[config.mk]
export PLATFORM = sky130hd
export DESIGN_NAME = multi_channel_timer_component
export DESIGN_NICKNAME = d
export VERILOG_FILES = /design/src/rtl/multi_channel_timer_component.sv
export SDC_FILE = /design/constraint.sdc
export NUM_CORES = 1
export LEC_CHECK = 0
export CORE_MARGIN = 2
export CORE_UTILIZATION = 45
export DETAILED_ROUTE_END_ITERATION = 6
export HOLD_SLACK_MARGIN = 0.06
export MAX_ROUTING_LAYER = met4
export SETUP_SLACK_MARGIN = 0.3
export SLEW_MARGIN = 20
export SYNTH_ARGS = -nofsm -noshare
export SYNTH_HDL_FRONTEND = slang
export SYNTH_SLANG_ARGS = --single-unit
export TNS_END_PERCENT = 50
[constraint.sdc]
create_clock -name clock -period 5 [get_ports clock]
set_clock_uncertainty 0.15 [all_clocks]
set_input_delay 0.75 -clock clock [delete_from_list [all_inputs] [get_ports clock]]
set_output_delay 0.75 -clock clock [all_outputs]
set_load 0.02 [all_outputs]
[src/rtl/multi_channel_timer_component.sv]
// Avalon-MM slave with NUM_CH down-counting timers (reload, one-shot/auto-reload, W1C pending, OR'd irq).
// Define TIMER_PRESCALER_EN to add the per-channel 8-bit PRESCALE field in CTRL[15:8].

package mct_pkg;
    typedef struct packed {
        logic        ld_count;
        logic        ld_ctrl;
        logic        clr_pend;
        logic        ld_reload;
        logic [31:0] wdata;
    } ch_wr_t;
endpackage

module mct_channel #(
    parameter int CNT_W = 27
) (
    input  logic                 clock,
    input  logic                 resetn,
    input  mct_pkg::ch_wr_t      wr,
    output logic [3:0][31:0]     regs,
    output logic                 irq_req
);
    logic [CNT_W-1:0] count, reload;
    logic             enable, auto_reload, irq_en, pending;
    logic             tick, expire;
    logic [7:0]       prescale_rd;
    logic             unused_wdata;

    assign unused_wdata = ^wr.wdata;

`ifdef TIMER_PRESCALER_EN
    logic [7:0] prescale, psc_cnt;

    assign tick        = enable && (psc_cnt == prescale);
    assign prescale_rd = prescale;

    always_ff @(posedge clock or negedge resetn) begin
        if (!resetn)                   prescale <= '0;
        else if (wr.ld_ctrl)           prescale <= wr.wdata[15:8];
    end

    // Restart the divider on disable and on any CTRL/COUNT write so a fresh
    // programming sees a full PRESCALE+1 cycle period before its first tick.
    always_ff @(posedge clock or negedge resetn) begin
        if (!resetn)                                  psc_cnt <= '0;
        else if (!enable || wr.ld_ctrl || wr.ld_count) psc_cnt <= '0;
        else if (tick)                                psc_cnt <= '0;
        else                                          psc_cnt <= psc_cnt + 8'd1;
    end
`else
    assign tick        = enable;
    assign prescale_rd = 8'd0;
`endif

    assign expire  = tick && (count == '0);
    assign irq_req = pending & irq_en;

    always_ff @(posedge clock or negedge resetn) begin
        if (!resetn)               count <= '0;
        else if (wr.ld_count)      count <= wr.wdata[CNT_W-1:0];
        else if (tick) begin
            if (count != '0)       count <= count - CNT_W'(1);
            else if (auto_reload)  count <= reload;
        end
    end

    // A CTRL write beats the one-shot self-disable landing in the same cycle.
    always_ff @(posedge clock or negedge resetn) begin
        if (!resetn) begin
            enable      <= 1'b0;
            auto_reload <= 1'b0;
            irq_en      <= 1'b0;
        end else if (wr.ld_ctrl) begin
            enable      <= wr.wdata[0];
            auto_reload <= wr.wdata[1];
            irq_en      <= wr.wdata[2];
        end else if (expire && !auto_reload) begin
            enable      <= 1'b0;
        end
    end

    always_ff @(posedge clock or negedge resetn) begin
        if (!resetn)           pending <= 1'b0;
        else if (expire)       pending <= 1'b1;
        else if (wr.clr_pend)  pending <= 1'b0;
    end

    always_ff @(posedge clock or negedge resetn) begin
        if (!resetn)           reload <= '0;
        else if (wr.ld_reload) reload <= wr.wdata[CNT_W-1:0];
    end

    assign regs[0] = 32'(count);
    assign regs[1] = {16'd0, prescale_rd, 5'd0, irq_en, auto_reload, enable};
    assign regs[2] = {31'd0, pending};
    assign regs[3] = 32'(reload);
endmodule

module multi_channel_timer_component #(
    parameter int NUM_CH = 4,
    parameter int CNT_W  = 27
) (
    input  logic        clock,
    input  logic        resetn,
    input  logic [3:0]  address,
    input  logic        chipselect,
    input  logic        read,
    input  logic        write,
    input  logic [31:0] writedata,
    output logic [31:0] readdata,
    output logic        irq
);
    logic [1:0]            ch_sel, reg_sel;
    logic                  wr_en, rd_en;
    logic [3:0][3:0][31:0] rd_words;
    logic [3:0]            irq_req;

    assign ch_sel  = address[3:2];
    assign reg_sel = address[1:0];
    assign wr_en   = chipselect & write;
    assign rd_en   = chipselect & read;

    // Unpopulated channel slots read as zero and swallow writes.
    for (genvar c = 0; c < 4; c++) begin : g_ch
        if (c < NUM_CH) begin : g_on
            mct_pkg::ch_wr_t req;
            assign req.ld_count  = wr_en && (ch_sel == 2'(c)) && (reg_sel == 2'd0);
            assign req.ld_ctrl   = wr_en && (ch_sel == 2'(c)) && (reg_sel == 2'd1);
            assign req.clr_pend  = wr_en && (ch_sel == 2'(c)) && (reg_sel == 2'd2) && writedata[0];
            assign req.ld_reload = wr_en && (ch_sel == 2'(c)) && (reg_sel == 2'd3);
            assign req.wdata     = writedata;

            mct_channel #(.CNT_W(CNT_W)) u_ch (
                .clock   (clock),
                .resetn  (resetn),
                .wr      (req),
                .regs    (rd_words[c]),
                .irq_req (irq_req[c])
            );
        end else begin : g_off
            assign rd_words[c] = '0;
            assign irq_req[c]  = 1'b0;
        end
    end

    always_ff @(posedge clock or negedge resetn) begin
        if (!resetn)    readdata <= '0;
        else if (rd_en) readdata <= rd_words[ch_sel][reg_sel];
    end

    always_ff @(posedge clock or negedge resetn) begin
        if (!resetn) irq <= 1'b0;
        else         irq <= |irq_req;
    end
endmodule

==> results of run 1 <==
## registers in the layout, indices dropped and copies added, names as in the netlist
name	flops
g_ch.g_on.u_ch.count	108
g_ch.g_on.u_ch.pending	4
g_ch.g_on.u_ch.reload	108
readdata	27
g_ch.g_on.u_ch.enable	4
g_ch.g_on.u_ch.auto_reload	4
irq	1
g_ch.g_on.u_ch.irq_en	4
## power breakdown
part | switching, uW | internal (uW)
clock | 937 | 1380
combinational | 1500 | 1380
sequential | 1100 | 2700
## final timing paths
check,from,to,slack [ns],cells past startpoint
min in group clock,readdata[0]$_DFFE_PN0P_,readdata[0]$_DFFE_PN0P_,0.37,1
max in group asynchronous,resetn,g_ch[1].g_on.u_ch.reload[24]$_DFFE_PN0P_,3.59,2
min reg2reg,readdata[0]$_DFFE_PN0P_,readdata[0]$_DFFE_PN0P_,0.37,1
max,g_ch[0].g_on.u_ch.count[0]$_DFFE_PN0P_,g_ch[0].g_on.u_ch.count[26]$_DFFE_PN0P_,1.47,9
max reg2reg,g_ch[0].g_on.u_ch.count[0]$_DFFE_PN0P_,g_ch[0].g_on.u_ch.count[26]$_DFFE_PN0P_,1.47,9
min,resetn,g_ch[0].g_on.u_ch.reload[2]$_DFFE_PN0P_,0.16,1
## worst register-to-register path: cells and delay by family (launching register included)
kind | cells | cell delay, ns
AO/OA/AOI/OAI | 2 | 0.25
adder cells (fa/ha/maj) | 1 | 0.15
buffers and inverters | 2 | 0.50
AND/OR/NAND/NOR | 4 | 1.86
flip-flops | 1 | 0.51
## routing by layer
layer  up-vias  global-route usage, %  routed length [um]
li1       5849                      -                   -
met1      6863                   45.3               23500
met2       704                   44.0               23600
met3        70                   7.29                6130
met4         0                   7.57                1290
met5         -                      -                   0
## placed cells by master, fill, tap and decap left out, types with 31 or more instances in the layout
| cell type | netlist | layout |
|---|---|---|
| dfrtp_1 | 260 | 260 |
| nor2_1 | 131 | 128 |
| nand2_1 | 122 | 122 |
| mux2_2 | 122 | 122 |
| a21oi_1 | 111 | 111 |
| clkdlybuf4s50_1 | 0 | 60 |
| mux4_2 | 58 | 58 |
| nor3_1 | 57 | 57 |
| o21ai_0 | 55 | 55 |
| nand3_1 | 54 | 54 |
| a22oi_1 | 49 | 49 |
| buf_4 | 10 | 33 |
| clkbuf_16 | 0 | 31 |
## final cells by class
class                   count  area, sq um  area share, %
multi-input cells        1150         8520           48.4
clock inverters            14          151          0.860
well taps                 455          569           3.24
repair buffers             97          908           5.16
clock buffers              44          885           5.03
inverters                  16         60.1          0.341
flip-flops and latches    260         6510           37.0
## cells in the mapped netlist (all sizes together) (3+ instances only)
cell type,count
mux2i,3
inv,16
o21a,3
a21oi,112
o31ai,8
a221oi,5
dfrtp,260
a222oi,6
or4,12
mux2,122
a31oi,30
o22a,3
nand2b,5
xnor2,30
o211ai,23
mux4,59
clkbuf,88
and4,3
o21ai,56
ha,8
nor4,34
a211oi,6
and2,10
a22oi,49
buf,36
a211o,5
nor2,132
o311ai,6
or3,26
nor3,59
nor3b,7
nand3b,5
or2,3
o41ai,4
and3,21
nand4,24
xor2,29
nand2,125
a221o,14
nand3,55
o22ai,20
## kinds of logic after synthesis
group / Yosys count
AND/OR/NAND/NOR: 529
AO/OA/AOI/OAI: 365
flip-flops: 260
multiplexers: 184
buffers and inverters: 140
XOR/XNOR: 59
adder cells (fa/ha/maj): 8
other: 1
## metrics by stage
stage / std cells / worst slack (ns) / util [%]
2_1_floorplan: 1550 / 2.21 / -
3_3_place_gp: 1978 / 1.36 / 48.2
3_5_place_dp: 1978 / 1.26 / 48.2
4_1_cts: 2036 / 1.58 / 51.2
5_1_grt: 2036 / 1.30 / 51.2
6_report: 2036 / 1.47 / 51.2
==> metrics.cfg, run 1 <==
[detailed_routing]
final_antenna_net_count=0
drt-vias-per-instance=6.62
drc_errors=0
dr.pass1.iters=7
drt_iter0_drc=1293
num_vias=13500
avgRoutedWirePerCell_um=26.7
wl_um=54500

[floorplan]
dieArea_sq_mm=0.0363
pin_count=74
die_y_um=190
core_sq_mm=0.0344
row_count=68
start_util_pct=45.5
die-width_um=190

[clock_tree]
clkTransAtPathRegs_ns=0.06
htreeDepth=1
clockBufferDepth=3
postCtsResizedCells=0
cts_buffers=31
numClockSinks=260
cts_setup_buffers=0
cts_tree=done
clock_latency_ns=0.58
clockRootBuffer=clkbuf_16
holdBufCountCts=0

[synth]
synthCells=1546
syn_area_per_cell_sq_um=10.1
synthAdderAreaFrac_pct=0.640
yosys.area.top_type=dfrtp_1
synth_xor_xnor_area_share_pct=3.30
synth_compound_area_share_pct=15.5
yosys_register_bits=260
synth_edf_count=0
syn-cell-area_sq_mm=0.0156
yosysTopAreaCellShare_pct=41.6
synth_warnings=0
ys.flop_type=dfrtp_1
ys_top_cells_by_area=dfrtp_1 (42%), mux2_2 (8.8%), mux4_2 (8.4%)
muxShareOfSynthArea_pct=17.5
ys_seq_area_share_pct=41.6
synth.distinct_cells=82
async_flop_share_pct=100
synthSimpleGateAreaFrac_pct=17.2
synth_top_family_by_area=multiplexers

[worst_hold_path]
hold_path.class=input port to asynchronous set/reset pin

[final_layout]
nNetsFinal=1605
num-fill-cells=3132
design_area_sq_mm=0.0176
diodes=0
drive_gt1_share_pct=19.5
syn_to_final_growth_pct=12.5

[worst_setup_path]
cp_slowest_stage_delay_ns=0.57
critical-path-top-delay-family=simple AND/OR/NAND/NOR gates
critPathKind=register to register
cp.arrival_ns=3.83
cp_num_buf_inv=2
path_max_fanout=19
crit_slowest_cell=nor3_4
crit_chain=inv_1 > ha_1 > nor4b_1 > nand3_1 > nor3_4 > buf_4 > and3_1 > a221oi_1 > o311ai_0
critPathCaptureType=register
cp_data_required_time_ns=5.30
startpoint_type=register

[global_routing]
grt_pass1_vias=12500
antenna_found_initial=0
grt.overflow.total=0
grt_max_degree=122
grtUsageTotal_pct=31.2
grt_pass1_wl_um=82200

[placement]
port_buffers=63
placed_area_sq_mm=0.0166
gp_congestion=0.996
hpwl_um=39000

[timing]
fin_crit_sh_pct=70.6
fin_setup_tns_ns=0
finalSetupViolations=0
slew_violations=0
period_needed_ns=3.53
max_freq_ghz=0.283
rsz0062_at_grt=false
worstMarginPinSlew_ns=1.11
hold_ws_ns=0.156
worst_slew_margin_rel_pct=26.1
hold_viol_final=0

[run]
cap_violations=0

[pwr]
power_leakage_uw=0.00713
power_density_mw_per_mm2=511
finalPower_uw=8990
peakVddDrop_uv=277

[status]
outcome=completed

No activity file was read; power rests on OpenSTA's default activity.
==> run 2, diff against run 1 <==
Clock period 5 ns to 3.6 ns, I/O delays scaled along.
==> run 2 against run 1 <==
Sequential cell count unchanged. Largest cell class unchanged. Critical path type unchanged. Worst setup slack got worse by 0.88 ns. Power increased by 40%. Wire length increased by 1.1%. Die area unchanged. Critical path depth decreased by 2.
==> metrics.cfg, run 2 (synthesis gave the netlist of run 1 again) <==
[placement]
port_buffers=63
hpwl_um=40400
gp_congestion=1.01
placed_area_sq_mm=0.0168
place_inst=2010

[timing]
slew_violations=0
fin_crit_sh_pct=83.7
fin_setup_tns_ns=0
finalSetupViolations=0
rsz0062_at_grt=false
hold_ws_ns=0.315
worstMarginPinSlew_ns=0.857
worst_slew_margin_rel_pct=42.8
max_freq_ghz=0.332
hold_viol_final=0
period_needed_ns=3.01

[pwr]
peakVddDrop_uv=419
p_sw_share_pct=39.6
power_density_mw_per_mm2=703
seqPwrFrac_pct=42.3
clkPwrFrac_pct=25.3
switchingPower_uw=4970
power_leakage_uw=0.00729
p_int_uw=7580
pwr-share-comb_pct=32.3

[floorplan]
die_y_um=190
dieArea_sq_mm=0.0363
pin_count=74
start_util_pct=45.5
core_sq_mm=0.0344
row_count=68
die-width_um=190

[final_layout]
final_common_cell=dfrtp_1
fin_cells=2066
nNetsFinal=1638
drive_gt1_share_pct=21.1
diodes=0
mostFrequentLayoutCells=dfrtp_1 (260), nor2_1 (128), nand2_1 (122), mux2_2 (122), a21oi_1 (111)
syn_to_final_growth_pct=14.2
design_area_sq_mm=0.0179
reg_top3=g_ch.g_on.u_ch.count: 108 flops, g_ch.g_on.u_ch.reload: 108 flops, readdata: 27 flops

[worst_setup_path]
critPathCaptureType=register
startpoint_type=register
cp.arrival_ns=3.36
cp-startpoint=g_ch[0].g_on.u_ch.count[9]$_DFFE_PN0P_
reg2reg_to=g_ch[0].g_on.u_ch.count[13]$_DFFE_PN0P_
reg2reg_from=g_ch[0].g_on.u_ch.count[9]$_DFFE_PN0P_
ff2ff_path_depth=7
regToRegSetupSlack_ns=0.59
critPathKind=register to register
endpoint=g_ch[0].g_on.u_ch.count[13]$_DFFE_PN0P_
cp_data_required_time_ns=3.95
path_max_fanout=8

[clock_tree]
cts_setup_buffers=0
clockRootBuffer=clkbuf_16
cts_buffers=31
cts_tree=done
clock_latency_ns=0.59
htreeDepth=1
clockBufferDepth=3
numClockSinks=260
clkTransAtPathRegs_ns=0.07

[detailed_routing]
drt-vias-per-instance=6.53
avgRoutedWirePerCell_um=26.6
wl_um=55000
num_vias=13500
drc_errors=0
dr.pass1.iters=5
drt_iter0_drc=1474
final_antenna_net_count=0

[global_routing]
grtUsageTotal_pct=31.6
grt.overflow.total=0
grt_max_degree=72
antenna_found_initial=0
grt_pass1_vias=12900
grt_pass1_wl_um=83100

[run]
cap_violations=0

[status]
outcome=completed

[worst_hold_path]
hold_path.class=input port to register

[run 2: worst min-delay path by stage]
stage	start	endpoint	slack [ns]	cells after the start
after detailed placement	g_ch[3].g_on.u_ch.reload[12]$_DFFE_PN0P_	g_ch[3].g_on.u_ch.count[12]$_DFFE_PN0P_	0.36	2
after floorplan	resetn	g_ch[0].g_on.u_ch.auto_reload$_DFFE_PN0P_	0.09	0
after global placement	readdata[0]$_DFFE_PN0P_	readdata[0]$_DFFE_PN0P_	0.34	1
after global routing	address[3]	g_ch[0].g_on.u_ch.pending$_DFFE_PN0P_	0.35	3
after CTS	address[3]	g_ch[0].g_on.u_ch.pending$_DFFE_PN0P_	0.29	3
final	address[3]	g_ch[0].g_on.u_ch.pending$_DFFE_PN0P_	0.31	3
[run 2: per-stage QoR]
stage / worst slack (ns) / util, % / power (uW)
2_1_floorplan: 1.00 / - / 7630
3_3_place_gp: 0.462 / 49.0 / 9160
3_5_place_dp: 0.407 / 49.0 / 9270
4_1_cts: 0.428 / 51.9 / 12500
5_1_grt: 0.393 / 52.0 / 13200
6_report: 0.588 / 52.0 / 12600
[run 2: cell type report]
class / count / area, sq um
fillers: 3165 / 16500
well taps: 455 / 569
flip-flops and latches: 260 / 6510
clock buffers: 43 / 891
multi-input cells: 1150 / 8520
repair buffers: 130 / 1180
inverters: 16 / 60.1
clock inverters: 12 / 124
[run 2: power groups by stage]
stage	Sequential, uW	Clock [uW]	Combinational, uW
CTS	5210	3210	4030
floorplan	4520	0	3110
global route	5410	3330	4460
finish	5310	3180	4060
global placement	5230	0	3930
detailed placement	5250	0	4010
[run 2: timing repair]
action / in CTS / in global routing
hold buffers: 1 / 0
setup endpoints to repair: 0 / 9
gates resized for setup: 0 / 2
endpoints found under the hold margin: 67 / 0
[run 2: worst max-delay path, stage by stage, from the launching register on]
cell and delay, ns:
dfrtp_1 0.49, nor4_1 0.55, nand2_1 0.37, or3_1 0.50, buf_4 0.19, o21a_1 0.31, a22o_1 0.25, o21ai_1 0.13
[run 2: routing by layer]
layer	track usage, %	vias to the layer above	routed length, um
met5	-	-	0
met4	7.84	0	1490
met3	7.23	88	6210
met2	45.0	733	23700
met1	45.6	6750	23700
li1	-	5927	-
==> run 3, diff against run 2 <==
Clock period 3.6 ns to 2.6 ns, I/O delays scaled along.
==> run 3 against run 2 <==
Wire length grew 9.3%. Fmax grew 22%. Non-clock buffer count grew 210. Count of clock-buffer cells in the layout grew 1. Design area grew 16%. Utilization grew 8.2 points. Worst setup slack lost 0.45 ns. Critical endpoint is now g_ch[1].g_on.u_ch.count[22]$_DFFE_PN0P_. Largest power group is now combinational cells.
==> metrics.cfg, run 3 (synthesis gave the netlist of run 1 again) <==
[status]
outcome=completed

[floorplan]
pin_count=74
die_y_um=190
dieArea_sq_mm=0.0363
die-width_um=190
core_sq_mm=0.0344
row_count=68
start_util_pct=45.5

[timing]
hold_viol_final=0
slew_violations=0
worstMarginPinSlew_ns=0.763
fin_crit_sh_pct=94.8
rsz0062_at_grt=true
worst_slew_margin_rel_pct=49.1
period_needed_ns=2.47
finalSetupViolations=0
max_freq_ghz=0.406

[pwr]
seqPwrFrac_pct=33.5
power_density_mw_per_mm2=960
p_int_uw=12100
pwr-share-comb_pct=44.8
switchingPower_uw=7790
p_sw_share_pct=39.2
peakVddDrop_uv=688
power_leakage_uw=0.00863
clkPwrFrac_pct=21.8
finalPower_uw=19900

[worst_hold_path]
hold_path.class=input port to asynchronous set/reset pin

[clock_tree]
clkTransAtPathRegs_ns=0.06
htreeDepth=1
clockRootBuffer=clkbuf_16
cts_tree=done
clock_latency_ns=0.57
clockBufferDepth=3
numClockSinks=260
cts_buffers=30

[worst_setup_path]
path_max_fanout=6
crit_slowest_cell=or4_4
cpMostUsedCell=buf_6
cp_data_required_time_ns=2.95
critPathKind=register to register
critPathCaptureType=register
startpoint_type=register
crit_chain=or4_4 > nor4_4 > buf_6 > buf_6 > nand2_4 > o41a_1 > a211o_1 > a21oi_2
cp_slowest_stage_delay_ns=0.58
cp.arrival_ns=2.81

[final_layout]
final_util_pct=60.2
mostFrequentLayoutCells=dfrtp_1 (256), buf_4 (215), nor2_1 (121), mux2_2 (119), nand2_1 (116)
nNetsFinal=1848
reg_top3=g_ch.g_on.u_ch.count: 108 flops, g_ch.g_on.u_ch.reload: 108 flops, readdata: 27 flops
diodes=0
drive_gt1_share_pct=36.2
final_common_cell=dfrtp_1
fin_cells=2276
syn_to_final_growth_pct=32.3

[global_routing]
grt_max_degree=78
grt_pass1_vias=13800
grt_pass1_wl_um=89000
antenna_found_initial=1
grt.overflow.total=0
grtUsageTotal_pct=33.9

[detailed_routing]
drc_errors=0
avgRoutedWirePerCell_um=26.4
final_antenna_net_count=0
num_vias=14700
drt_iter0_drc=1430
drt-vias-per-instance=6.45
dr.pass1.iters=7
wl_um=60200

[placement]
gp_congestion=0.949
place_inst=2155
hpwl_um=44100
port_buffers=63

[run]
cap_violations=0

-- run 3: cell count changes in the layout (fill, tap and decap cells not counted), sizes merged --
cell	before	now
bufinv	2	3
buf	69	276
clkbuf	43	47
inv	18	16
clkinv	7	6
and2	10	11
-- run 3: path summary, 6_finish.rpt --
kind | startpoint | to | slack, ns | cells after the start
min in group clock | address[3] | g_ch[0].g_on.u_ch.pending$_DFFE_PN0P_ | 0.35 | 4
worst max-delay path | g_ch[1].g_on.u_ch.count[11]$_DFFE_PN0P_ | g_ch[1].g_on.u_ch.count[22]$_DFFE_PN0P_ | 0.13 | 8
worst max register to register | g_ch[1].g_on.u_ch.count[11]$_DFFE_PN0P_ | g_ch[1].g_on.u_ch.count[22]$_DFFE_PN0P_ | 0.13 | 8
max in group asynchronous | resetn | g_ch[3].g_on.u_ch.reload[26]$_DFFE_PN0P_ | 1.32 | 3
worst min register to register | g_ch[3].g_on.u_ch.pending$_DFFE_PN0P_ | irq$_DFF_PN0_ | 0.36 | 2
worst min-delay path | resetn | g_ch[0].g_on.u_ch.reload[2]$_DFFE_PN0P_ | 0.25 | 2
-- run 3: what timing repair did --
item | in CTS | in global routing
pin swaps | 41 | 62
cloned | 4 | 5
setup endpoints to repair | 106 | 104
resized for setup | 85 | 108
hold endpoints to repair | 67 | 0
hold buffers | 1 | 0
setup buffers | 23 | 34
-- run 3: final cells by class --
class                           instances  area [sq um]
Clock buffer                           44           855
Clock inverter                         10           128
Fill cell                            2937         13700
Inverter                               16          62.6
Multi-Input combinational cell       1151          9300
Sequential cell                       260          6510
Tap cell                              455           569
Timing Repair Buffer                  340          3270
-- run 3: power groups by stage --
| stage | registers (uW) | logic (uW) | clock network [uW] |
|---|---|---|---|
| finish | 6650 | 8890 | 4320 |
| global route | 6770 | 9490 | 4560 |
| CTS | 6580 | 8150 | 4380 |
| detailed placement | 6570 | 7750 | 0 |
| global placement | 6540 | 7660 | 0 |
| floorplan | 6310 | 4430 | 0 |
-- run 3: worst max-delay path, delay by kind of cell, from the launching register on --
kind	cells	cell delay, ns
AO/OA/AOI/OAI	3	0.71
buffers and inverters	2	0.26
flip-flops	1	0.38
AND/OR/NAND/NOR	3	0.88
-- run 3: through the flow --
stage	instance area (sq um)	hold WS, ns	setup WS, ns	TNS, ns
after floorplan	15800	-0.0556	0.0849	0
after global placement	18300	0.278	-0.0252	-0.0496
after detailed placement	18300	0.282	-0.0490	-0.196
after CTS	19900	0.283	0.128	0
after global routing	20700	0.304	0.0556	0
final	20700	0.251	0.134	0
-- run 3: layer usage --
layer  global-route usage [%]  wire length [um]  vias to the layer above
met4                     8.94              1740                        0
met5                        -                 0                        -
met3                     7.23              6360                      102
li1                         -                 -                     6365
met1                     48.4             25200                     7443
met2                     49.1             26900                      770
